**config.mk**
```make
export PLATFORM = sky130hd
export DESIGN_NAME = slice_scheduler
export DESIGN_NICKNAME = d
export VERILOG_FILES = /design/src/rtl/display_pkg.sv /design/src/rtl/period_meter.sv /design/src/rtl/slice_scheduler.sv
export SDC_FILE = /design/constraint.sdc
export NUM_CORES = 1
export LEC_CHECK = 0
export CAP_MARGIN = 20
export CELL_PAD_IN_SITES_DETAIL_PLACEMENT = 1
export CELL_PAD_IN_SITES_GLOBAL_PLACEMENT = 2
export CORE_MARGIN = 2
export CORE_UTILIZATION = 43
export CTS_BUF_LIST = sky130_fd_sc_hd__clkbuf_2
export DETAILED_ROUTE_END_ITERATION = 10
export DONT_BUFFER_PORTS = 1
export PLACE_DENSITY = 0.95
export REMOVE_ABC_BUFFERS = 1
export SLEW_MARGIN = 20
export SYNTH_ARGS = -nofsm -noshare
export SYNTH_HDL_FRONTEND = slang
export SYNTH_SLANG_ARGS = --single-unit
```
**constraint.sdc**
```tcl
create_clock -name clk_in -period 5.3 [get_ports clk_in]
set_input_delay 0.53 -clock clk_in [delete_from_list [all_inputs] [get_ports clk_in]]
set_output_delay 0.53 -clock clk_in [all_outputs]
set_load 0.01 [all_outputs]
```
**src/rtl/display_pkg.sv**
```systemverilog
// display_pkg: types shared by the rotating-display slice logic.
// Holds the default slice resolution, theta_t and sched_state_t.
package display_pkg;

    localparam int ROT_RES_DEFAULT = 1024;
    localparam int THETA_W = $clog2(ROT_RES_DEFAULT);

    typedef logic [THETA_W-1:0] theta_t;

    typedef enum logic [1:0] {
        ST_IDLE    = 2'd0,
        ST_MEASURE = 2'd1,
        ST_RUN     = 2'd2
    } sched_state_t;

endpackage

```
**src/rtl/period_meter.sv**
```systemverilog
// period_meter: index edge detect, rotation period count/latch, timeout.
// Ports: clk_in, rst_in, ir_tripped in; index, period, period_valid, timeout out.
module period_meter
#(
    parameter int PERIOD_W = 24
)
(
    input  logic                clk_in,
    input  logic                rst_in,
    input  logic                ir_tripped,
    output logic                index,
    output logic [PERIOD_W-1:0] period,
    output logic                period_valid,
    output logic                timeout
);

    logic                ir_q;
    logic                hold;
    logic                seen;
    logic [PERIOD_W-1:0] cnt;

    // hold masks a level that was already high across reset
    // until the sensor has been seen low once.
    assign index   = ir_tripped & ~ir_q & ~hold;
    assign timeout = seen & (&cnt) & ~index;

    always_ff @(posedge clk_in) begin
        if (rst_in) begin
            ir_q         <= 1'b0;
            hold         <= ir_tripped;
            seen         <= 1'b0;
            cnt          <= '0;
            period       <= '0;
            period_valid <= 1'b0;
        end else begin
            ir_q <= ir_tripped;
            if (!ir_tripped) begin
                hold <= 1'b0;
            end
            if (index) begin
                cnt  <= PERIOD_W'(1);
                seen <= 1'b1;
                if (seen) begin
                    period       <= cnt;
                    period_valid <= 1'b1;
                end
            end else if (timeout) begin
                seen         <= 1'b0;
                period_valid <= 1'b0;
            end else if (!(&cnt)) begin
                cnt <= cnt + 1'b1;
            end
        end
    end

endmodule

```
**src/rtl/slice_scheduler.sv**
```systemverilog
// slice_scheduler: locks to the index sensor and issues one slice request
// per 1/ROTATIONAL_RES of a rotation over a valid/ready handshake.
// Ports: clk_in, rst_in, ir_tripped, slice_ready in;
//        slice_valid, dtheta, locked, overrun, overrun_count out.
// Define SLICE_SCHED_OVERRUN_CNT_EN to enable the overrun counter;
// otherwise overrun_count reads 0.
module slice_scheduler
    import display_pkg::*;
#(
    parameter int ROTATIONAL_RES = ROT_RES_DEFAULT,
    parameter int PERIOD_W       = 24
)
(
    input  logic                              clk_in,
    input  logic                              rst_in,
    input  logic                              ir_tripped,
    input  logic                              slice_ready,
    output logic                              slice_valid,
    output logic [$clog2(ROTATIONAL_RES)-1:0] dtheta,
    output logic                              locked,
    output logic                              overrun,
    output logic [15:0]                       overrun_count
);

    localparam int TW = $clog2(ROTATIONAL_RES);
    localparam logic [TW-1:0] LAST = TW'(ROTATIONAL_RES - 1);

    sched_state_t        state;
    logic                index;
    logic                period_valid;
    logic                timeout;
    logic [PERIOD_W-1:0] period;
    logic [PERIOD_W-1:0] interval;
    logic [PERIOD_W-1:0] icnt;
    logic                tick;
    logic                accept;
    logic                pending;

    period_meter #(
        .PERIOD_W (PERIOD_W)
    ) u_meter (
        .clk_in       (clk_in),
        .rst_in       (rst_in),
        .ir_tripped   (ir_tripped),
        .index        (index),
        .period       (period),
        .period_valid (period_valid),
        .timeout      (timeout)
    );

    // Very fast rotations would give a zero interval; one slice
    // per cycle is the fastest schedule we can issue.
    always_comb begin
        interval = '0;
        if (period_valid) begin
            interval = period >> TW;
            if (interval == '0) begin
                interval = PERIOD_W'(1);
            end
        end
    end

    assign accept  = slice_valid & slice_ready;
    assign pending = slice_valid & ~slice_ready;

    // Index outranks the interval tick; the last slice of a
    // rotation is held until the next index.
    assign tick = (state == ST_RUN) & period_valid & ~index
                & (icnt == interval) & (dtheta != LAST);

    always_ff @(posedge clk_in) begin
        if (rst_in) begin
            state       <= ST_IDLE;
            slice_valid <= 1'b0;
            dtheta      <= '0;
            overrun     <= 1'b0;
            icnt        <= '0;
        end else begin
            overrun <= 1'b0;
            if (icnt < interval) begin
                icnt <= icnt + 1'b1;
            end
            if (timeout) begin
                state       <= ST_IDLE;
                slice_valid <= 1'b0;
            end else if (index) begin
                if (state == ST_IDLE) begin
                    state <= ST_MEASURE;
                end else begin
                    state       <= ST_RUN;
                    dtheta      <= '0;
                    slice_valid <= 1'b1;
                    icnt        <= PERIOD_W'(1);
                    overrun     <= pending;
                end
            end else if (tick) begin
                dtheta      <= dtheta + 1'b1;
                slice_valid <= 1'b1;
                icnt        <= PERIOD_W'(1);
                overrun     <= pending;
            end else if (accept) begin
                slice_valid <= 1'b0;
            end
        end
    end

    assign locked = (state == ST_RUN);

`ifdef SLICE_SCHED_OVERRUN_CNT_EN
    always_ff @(posedge clk_in) begin
        if (rst_in) begin
            overrun_count <= '0;
        end else if (overrun && overrun_count != 16'hFFFF) begin
            overrun_count <= overrun_count + 16'd1;
        end
    end
`else
    assign overrun_count = 16'h0000;
`endif

endmodule

```
==> results of run 1 <==
[worst min-delay path by stage]
stage / from / to / cells past startpoint
3_3_place_gp: icnt[21] / icnt[21] / 1
5_1_grt: rst_in / u_meter.period[16] / 1
3_5_place_dp: icnt[17] / icnt[17] / 1
2_1_floorplan: icnt[16] / icnt[16] / 1
6_report: rst_in / u_meter.period[16] / 1
4_1_cts: rst_in / u_meter.period[21] / 1
[repair_timing]
item                                   4_1_cts  5_1_grt
hold buffers                                 2        0
resized for setup                            0        0
endpoints found under the hold margin       15        0
[power by group through the flow]
stage | clock (W) | combinational (W) | sequential, W
2_1_floorplan | 0 | 0.0000318 | 0.000627
3_3_place_gp | 0 | 0.0000415 | 0.000629
3_5_place_dp | 0 | 0.0000426 | 0.000630
4_1_cts | 0.000342 | 0.0000458 | 0.000618
5_1_grt | 0.000365 | 0.0000516 | 0.000620
6_report | 0.000333 | 0.0000458 | 0.000618
[cells in the mapped netlist, types with 2 or more instances]
cell type | number | area, sq um
a21o_1 | 3 | 22.5
or3_1 | 12 | 75.1
xnor2_1 | 8 | 70.1
o211ai_1 | 3 | 22.5
nand3_1 | 25 | 125
xor2_1 | 7 | 61.3
buf_4 | 16 | 120
o21ai_0 | 18 | 90.1
clkbuf_1 | 19 | 71.3
a21oi_1 | 52 | 260
o21a_1 | 2 | 15.0
nor3_1 | 6 | 30.0
nand2_1 | 69 | 259
nor2b_1 | 5 | 31.3
nand4_1 | 11 | 68.8
nor3b_1 | 3 | 22.5
nand2b_1 | 3 | 18.8
nor4_1 | 10 | 62.6
and4_1 | 7 | 61.3
buf_1 | 2 | 7.51
and3_1 | 8 | 50.1
o31ai_1 | 13 | 97.6
nor2_1 | 26 | 97.6
a31oi_1 | 3 | 18.8
dfxtp_1 | 79 | 1580
or4_1 | 17 | 128
and2_1 | 14 | 87.6
inv_1 | 6 | 22.5
a211oi_1 | 4 | 30.0
buf_2 | 2 | 10.0
ha_1 | 17 | 213
a41oi_1 | 3 | 26.3
[per-stage QoR]
step,cell area [sq um],utilization (%),instances,hold slack [ns]
floorplan,3800,-,458,0.430
global placement,3950,44.9,568,0.443
detailed placement,3950,44.9,568,0.451
CTS,4080,46.4,586,0.0152
global route,4090,46.5,586,0.0143
finish,4090,46.5,586,0.0441
[registers in the layout (all words and copies together), names as in the netlist]
name                  cells
u_meter.cnt              24
u_meter.period           14
u_meter.seen              1
state                     2
dtheta                   10
overrun                   1
u_meter.period_valid      1
u_meter.ir_q              1
u_meter.hold              1
icnt                     24
slice_valid               1
[final cells by class]
class	instances	area [sq um]	share of cell area [%]
repair buffers	4	35.0	0.856
clock inverters	6	61.3	1.50
inverters	6	22.5	0.550
flip-flops and latches	80	1610	39.4
clock buffers	10	50.0	1.22
well taps	108	135	3.30
multi-input cells	372	2180	53.2
[routing by layer]
metal	vias up	global-route usage, %	routed length (um)
met2	25	34.7	4640
met5	-	0	0
met1	1667	25.6	4630
met3	10	2.92	146
met4	0	6.74	123
li1	1700	-	-
[cell families (layout without fill, tap and decap cells)]
| group | after synthesis | in the layout | synth area share (%) |
|---|---|---|---|
| simple gates | 220 | 220 | 29.2 |
| compound gates | 104 | 104 | 15.4 |
| flops | 80 | 80 | 40.7 |
| buf+inv | 45 | 26 | 5.85 |
| fa+ha+maj | 17 | 17 | 5.38 |
| xor+xnor | 15 | 15 | 3.32 |
| other cells | 1 | 16 | 0.0948 |
[worst reg2reg max path, cell delays in order (launching register included)]
cell and delay [ns]:
dfxtp_1 0.62, inv_1 0.11, a41oi_1 0.22, nand2_1 0.10, ha_1 0.33, nand4b_1 0.10, or4_1 0.50, or4_4 0.50
a21o_1 0.37, or4_1 0.47, a21oi_1 0.18
==> flow_summary.toml, run 1 <==
[status]
status = "finished, final reports clean"

[final_layout]
syn2layout_area_growth_pct = 3.51
layout_common_cells = "79 x dfxtp_1, 69 x nand2_1, 52 x a21oi_1, 26 x nor2_1, 25 x nand3_1"
final_common_cell = "dfxtp_1"
diodes = 0
final.fill_count = 1097
drive_above_1_share_pct = 4.60
fin_nets = 494

[worst_setup_path]
start_kind = "register"
required_ns = 5.79
regToRegSetupSlack_ns = 1.76
timing.rr.start = "u_meter.period_valid"
reg2regPathDepth = 10
worstSetupPathType = "register to register"
crit_start = "u_meter.period_valid"
crit_family = "simple AND/OR/NAND/NOR gates"
cp_num_buf_inv = 1
worstSetupPathDepth = 10
critPathMaxFanout = 18
crit_path_end = "dtheta[7]"
cp_cell_sequence = "inv_1 -> a41oi_1 -> nand2_1 -> ha_1 -> nand4b_1 -> or4_1 -> or4_4 -> a21o_1 -> or4_1 -> a21oi_1"
worstPathArrival_ns = 4.03
critPathSlowestCell = "dfxtp_1"
max_stage_delay_ns = 0.62
r2r-end = "dtheta[7]"
path_common_cell = "or4_1"
endpoint_kind = "register"

[floorplanning]
coreArea_sq_mm = 0.00881
fp.dieH_um = 99.9
num_rows = 34
floorplan.initialDensity_pct = 44.9
die_area_sq_mm = 0.00998
io_pins = 33
die_x_um = 99.9

[clock_network]
clock_latency_ns = 0.54
cts_root_buf = "clkbuf_2"
cts.path.max_buffers = 2
numCtsBuffers = 9
cts_htree_levels = 3
postCtsSetupBuffers = 0
cts_tree = "done"
clk_pin_slew_worst_paths_ns = 0.24
clock_sinks = 80

[global_route]
grt_first_pass_wirelength_um = 16300
grt_max_degree = 22
grt_util_all_layers_pct = 20.0
first_global_vias = 3483
antenna_found_initial = 0
grt_overflow = 0

[place]
dp_slack_ns = 1.81
io_buffers = 0
hpwl_um = 6900
gp_congestion = 0.757

[sta]
hold_viol_final = 0
tns_ns = 0
fin_crit_sh_pct = 66.8
finalSetupViolCount = 0
skew_ns = 0.0380
rsz0062_at_grt = "false"
tightest_slew_ns = 1.02
fin_ws_ns = 1.76
layout_min_cycle_time_ns = 3.54
timing.fmax_mhz = 283
slew_violations = 0
max-slew-margin-rel_pct = 32.2

[synthesis]
synth_cells = 482
ys_types = 41
synthFlopType = "dfxtp_1"
ys_seq_elements = 80
synth_area_sq_mm = 0.00396
syn_avg_cell_area_sq_um = 8.21
yosysSeqAreaShare_pct = 40.7
ys_async_sr_fraction_pct = 0
synth-edff-count = 1
synth_warnings = 0

[route]
vias = 3402
drtAntennaViolNets = 0
firstDrtPassIters = 4
drc = 0
viasPerCell = 5.81
avgRoutedWirePerCell_um = 16.3
routed_wl_um = 9550
first_iter_violations = 72

[pwr]
switchingPower_w = 0.000266
seq_power_share_pct = 62.0
p_int_w = 0.000730
p_clk_share_pct = 33.4
power_density_mw_per_mm2 = 243
switching_share_pct = 26.7
p_leak_nw = 1.37
total_power_w = 0.000997
comb_power_share_pct = 4.6
peakVddDrop_mv = 0.121

[job]
cap_violations = 0

[hold_path]
hold_path.class = "input pin to register"
No activity file was read; power rests on OpenSTA's default activity.
==> run 2, diff against run 1 <==
--- a/config.mk
+++ b/config.mk
@@ -9,11 +9,11 @@
 export CELL_PAD_IN_SITES_DETAIL_PLACEMENT = 1
 export CELL_PAD_IN_SITES_GLOBAL_PLACEMENT = 2
 export CORE_MARGIN = 2
-export CORE_UTILIZATION = 43
+export CORE_UTILIZATION = 36
 export CTS_BUF_LIST = sky130_fd_sc_hd__clkbuf_2
 export DETAILED_ROUTE_END_ITERATION = 10
 export DONT_BUFFER_PORTS = 1
-export PLACE_DENSITY = 0.95
+export PLACE_DENSITY = 0.9
 export REMOVE_ABC_BUFFERS = 1
 export SLEW_MARGIN = 20
 export SYNTH_ARGS = -nofsm -noshare
==> constraint.sdc (replaced) <==
create_clock -name clk_in -period 2.95 [get_ports clk_in]
set_input_delay 0.295 -clock clk_in [delete_from_list [all_inputs] [get_ports clk_in]]
set_output_delay 0.295 -clock clk_in [all_outputs]
set_load 0.01 [all_outputs]
==> run 2 against run 1 <==
Compared with the run above:
- the flow now finishes with violations (negative setup slack)
- combinational power rose by 130%
- design area rose by 10%
- register-to-register slack got worse by 1.9 ns
- non-clock buffer count rose by 32
- flip-flop and latch count did not move
- hold slack improved by 0.0065 ns
- die area rose by 19%
- core utilization fell by 4.7 points
- sequential share of layout area fell by 3.5 points
==> flow_summary.toml, run 2 (synthesized netlist as in run 1, its figures left out) <==
[status]
status = "complete, but fails checks"
violations = "negative setup slack"

[worst_setup_path]
reg2regPathDepth = 10
regToRegSetupSlack_ns = -0.12
required_ns = 3.45
critPathSlowestCell = "or4_1"
cp_cell_sequence = "nor4_4 -> a41oi_2 -> nand2_1 -> ha_1 -> nand4b_1 -> or4_1 -> or4_4 -> a21o_4 -> or4_1 -> a21oi_1"
max_stage_delay_ns = 0.50
critPathMaxFanout = 7
path_common_cell = "or4_1"
start_kind = "register"
worstSetupPathType = "register to register"
timing.rr.start = "u_meter.period[23]"
crit_start = "u_meter.period[23]"
crit_path_end = "dtheta[6]"
worstPathArrival_ns = 3.57
r2r-end = "dtheta[6]"
endpoint_kind = "register"

[clock_network]
cts.path.max_buffers = 2
cts_root_buf = "clkbuf_2"
clock_latency_ns = 0.57
clock_sinks = 80
clk_pin_slew_worst_paths_ns = 0.24
cts_htree_levels = 3
numCtsBuffers = 9
cts_tree = "done"
postCtsSetupBuffers = 0

[floorplanning]
io_pins = 33
floorplan.initialDensity_pct = 36.6
num_rows = 38
fp.dieH_um = 109
coreArea_sq_mm = 0.0108
die_area_sq_mm = 0.0118
die_x_um = 109

[sta]
hold_viol_final = 0
max-slew-margin-rel_pct = 35.8
timing.hold.ws_ns = 0.0506
finalSetupViolCount = 29
fin_crit_sh_pct = 104
skew_ns = 0.0230
tightest_slew_ns = 0.958
rsz0062_at_grt = "true"
timing.fmax_mhz = 326
fin_ws_ns = -0.119
slew_violations = 0
layout_min_cycle_time_ns = 3.07

[final_layout]
reg_top3 = "icnt x24, u_meter.cnt x24, u_meter.period x14"
diodes = 0
layout_common_cells = "76 x dfxtp_1, 69 x nand2_1, 47 x a21oi_1, 29 x buf_4"
final_common_cell = "dfxtp_1"
drive_above_1_share_pct = 13.3
syn2layout_area_growth_pct = 14.0
fin_nets = 527

[hold_path]
hold_path.class = "input pin to register"
min_from = "rst_in"

[global_route]
grt_util_all_layers_pct = 19.2
first_global_vias = 3602
antenna_found_initial = 0
grt_max_degree = 29
grt_overflow = 0
grt_first_pass_wirelength_um = 17900

[place]
io_buffers = 0
gp_congestion = 0.816
dp_slack_ns = -0.435
hpwl_um = 7530

[route]
drtAntennaViolNets = 0
highest_layer = "met4"
first_iter_violations = 165
firstDrtPassIters = 4
route.met2.wl_um = 5410
drc = 0
avgRoutedWirePerCell_um = 16.5
viasPerCell = 5.54
vias = 3609
wl_met1_um = 4830
routed_wl_um = 10700
dr_wl_met3_um = 341

[pwr]
power_density_mw_per_mm2 = 405
peakVddDrop_mv = 0.272
p_leak_nw = 1.58

[job]
cap_violations = 0
[run 2: worst min path at each step]
stage,to,slack (ns),cells after the start
after CTS,u_meter.cnt[0],0.03,2
after floorplan,dtheta[0],0.36,1
after detailed placement,dtheta[1],0.37,1
after global routing,icnt[2],0.02,3
after global placement,dtheta[1],0.37,1
final,icnt[1],0.05,3
[run 2: where the power goes]
| part | internal (W) | switching (W) | total, W |
|---|---|---|---|
| logic | 0.0000344 | 0.0000713 | 0.000106 |
| clock network | 0.000197 | 0.000417 | 0.000613 |
| registers | 0.00110 | 0.0000118 | 0.00111 |
[run 2: layer usage]
metal  track usage, %  vias up
li1                 -     1767
met3             4.12       12
met2             32.9       51
met1             24.0     1779
met4             6.14        0
met5                0        -
[run 2: worst max-delay path: cells and delay by family, from the launching register on]
| family | cells | cell delay [ns] |
|---|---|---|
| and+or+nand+nor | 6 | 1.89 |
| AOI/OAI and AO/OA | 3 | 0.57 |
| DFF | 1 | 0.40 |
| adders and majority gates | 1 | 0.14 |
[run 2: cell type report]
type	instances	area [sq um]
clock buffers	9	45.0
clock inverters	7	68.8
fillers	1314	6280
inverters	6	22.5
multi-input cells	373	2290
flip-flops and latches	80	1620
well taps	140	175
repair buffers	36	294
[run 2: per-stage QoR]
stage	total power (W)	utilization [%]	cells	setup TNS [ns]	cell area (sq um)
2_1_floorplan	0.00118	-	458	-1.70	3800
4_1_cts	0.00184	41.5	651	-1.43	4480
3_5_place_dp	0.00122	39.2	629	-11.22	4230
6_report	0.00183	41.8	651	-1.40	4510
5_1_grt	0.00190	41.8	651	-7.21	4510
3_3_place_gp	0.00121	39.2	629	-5.83	4230
[run 2: what timing repair did]
| item | 4_1_cts | 5_1_grt |
|---|---|---|
| resized for setup | 15 | 8 |
| hold endpoints to repair | 42 | 0 |
| pin swaps | 9 | 12 |
| endpoints found under the setup margin | 35 | 35 |
| hold buffers | 5 | 0 |
| gates cloned | 1 | 0 |
==> run 3, diff against run 2 <==
--- a/config.mk
+++ b/config.mk
@@ -14,7 +14,6 @@
 export DETAILED_ROUTE_END_ITERATION = 10
 export DONT_BUFFER_PORTS = 1
 export PLACE_DENSITY = 0.9
-export REMOVE_ABC_BUFFERS = 1
 export SLEW_MARGIN = 20
 export SYNTH_ARGS = -nofsm -noshare
 export SYNTH_HDL_FRONTEND = slang
==> run 3 against run 2 <==
Compared with the run above:
- the flow still finishes with violations (negative setup slack)
- highest routed layer unchanged
- first-iteration DRC count is 3.0% higher
- largest cell class unchanged
- critical path depth rose by 4
- combinational power grew 23%
- non-clock buffer count up 7
- critical path type unchanged
- largest power group unchanged
- setup slack worse by 0.095 ns
- cell count up 1.1%
==> flow_summary.toml, run 3 (synthesized netlist as in run 1, its figures left out) <==
[clock_network]
cts_root_buf = "clkbuf_2"
clk_pin_slew_worst_paths_ns = 0.25
numCtsBuffers = 9
cts.path.max_buffers = 2
clock_latency_ns = 0.57
cts_tree = "done"
clock_sinks = 80
cts_htree_levels = 3

[hold_path]
hold_path.class = "input pin to register"

[floorplanning]
die_x_um = 109
fp.dieH_um = 109
die_area_sq_mm = 0.0118
coreArea_sq_mm = 0.0108
floorplan.initialDensity_pct = 36.6
num_rows = 38
io_pins = 33

[global_route]
grt_max_degree = 31
first_global_vias = 3672
grt_util_all_layers_pct = 19.1
antenna_found_initial = 0
grt_overflow = 0
grt_first_pass_wirelength_um = 17700

[final_layout]
reg_top3 = "icnt x24, u_meter.cnt x24, u_meter.period x14"
final_util_pct = 44.2
diodes = 0
fin_nets = 534
final_common_cell = "dfxtp_1"
syn2layout_area_growth_pct = 20.6
layout_common_cells = "75 x dfxtp_1, 67 x nand2_1, 32 x a21oi_1, 32 x buf_4"
fin_area_sq_mm = 0.00477
drive_above_1_share_pct = 20.1

[worst_setup_path]
worstPathArrival_ns = 3.64
worstSetupPathType = "register to register"
required_ns = 3.43
start_kind = "register"
endpoint_kind = "register"
critPathMaxFanout = 4

[status]
status = "complete, but fails checks"
violations = "negative setup slack"

[place]
io_buffers = 0
gp_congestion = 0.802
placed_cell_area_sq_mm = 0.00423
hpwl_um = 7600

[sta]
fin_crit_sh_pct = 107
timing.hold.ws_ns = 0.0527
tightest_slew_ns = 0.970
fin_ws_ns = -0.214
hold_viol_final = 0
layout_min_cycle_time_ns = 3.16
skew_ns = 0.0272
finalSetupViolCount = 34
max-slew-margin-rel_pct = 34.6
timing.fmax_mhz = 316
slew_violations = 0
rsz0062_at_grt = "true"

[pwr]
p_leak_nw = 1.65
power_density_mw_per_mm2 = 390
peakVddDrop_mv = 0.226
total_power_w = 0.00186

[route]
first_iter_violations = 170
viasPerCell = 5.56
wl_met1_um = 5180
highest_layer = "met4"
drtAntennaViolNets = 0
firstDrtPassIters = 4
dr_wl_met3_um = 272
vias = 3656
avgRoutedWirePerCell_um = 16.9
drc = 0
routed_wl_um = 11100
route.met2.wl_um = 5430

[job]
cap_violations = 0
## run 3: changes by cell type in the layout (fill, tap and decap cells not counted), moves of 3 or more
| cell | delta |
|---|---|
| a21oi_1 | -15 |
| a21oi_2 | +14 |
| buf_4 | +3 |
| buf_6 | +3 |
| clkinvlp_4 | +3 |
## run 3: final cells by class
cell class,instances,area [sq um]
Timing Repair Buffer,43,390
Fill cell,1267,6020
Clock buffer,9,45.0
Inverter,6,22.5
Tap cell,140,175
Multi-Input combinational cell,373,2440
Sequential cell,80,1620
Clock inverter,7,78.8
## run 3: metal layers
layer | vias up | global-route usage (%)
met3 | 21 | 4.12
met4 | 0 | 5.77
met1 | 1816 | 23.7
li1 | 1779 | -
met2 | 40 | 33.0
met5 | - | 0
## run 3: worst max-delay path: stages, from the launching register on
cell	delay, ns
dfxtp_2	0.39
nor4_4	0.30
buf_4	0.17
a41oi_2	0.12
nand2_2	0.12
ha_4	0.13
nand4b_1	0.09
or4_4	0.49
or4_4	0.46
buf_4	0.16
buf_6	0.12
a21oi_4	0.13
buf_6	0.14
a21oi_2	0.05
a31o_2	0.21
## run 3: per-stage QoR
stage	setup WS, ns	std cells	setup TNS [ns]
finish	-0.214	658	-4.20
global route	-0.324	658	-8.09
CTS	-0.131	653	-2.01
detailed placement	-0.484	630	-11.81
global placement	-0.271	630	-7.22
floorplan	0.0206	497	0
## run 3: power breakdown
| group | switching (W) | internal (W) |
|---|---|---|
| registers | 0.0000117 | 0.00110 |
| logic | 0.0000817 | 0.0000479 |
| clock network | 0.000419 | 0.000202 |
## run 3: worst paths after layout
kind | start | endpoint | slack [ns] | cells past startpoint
worst max-delay path | u_meter.period[19] | dtheta[2] | -0.21 | 14
worst min-delay path | ir_tripped | u_meter.cnt[0] | 0.05 | 2
worst max register to register | u_meter.period[19] | dtheta[2] | -0.21 | 14
worst min register to register | u_meter.cnt[13] | u_meter.period[13] | 0.48 | 2
## run 3: what timing repair did
action | in CTS | in global routing
endpoints found under the hold margin | 42 | 4
setup buffers | 2 | 4
cloned | 1 | 1
gates resized for setup | 24 | 36
hold buffers | 4 | 1
pin swaps | 12 | 5
endpoints found under the setup margin | 35 | 35
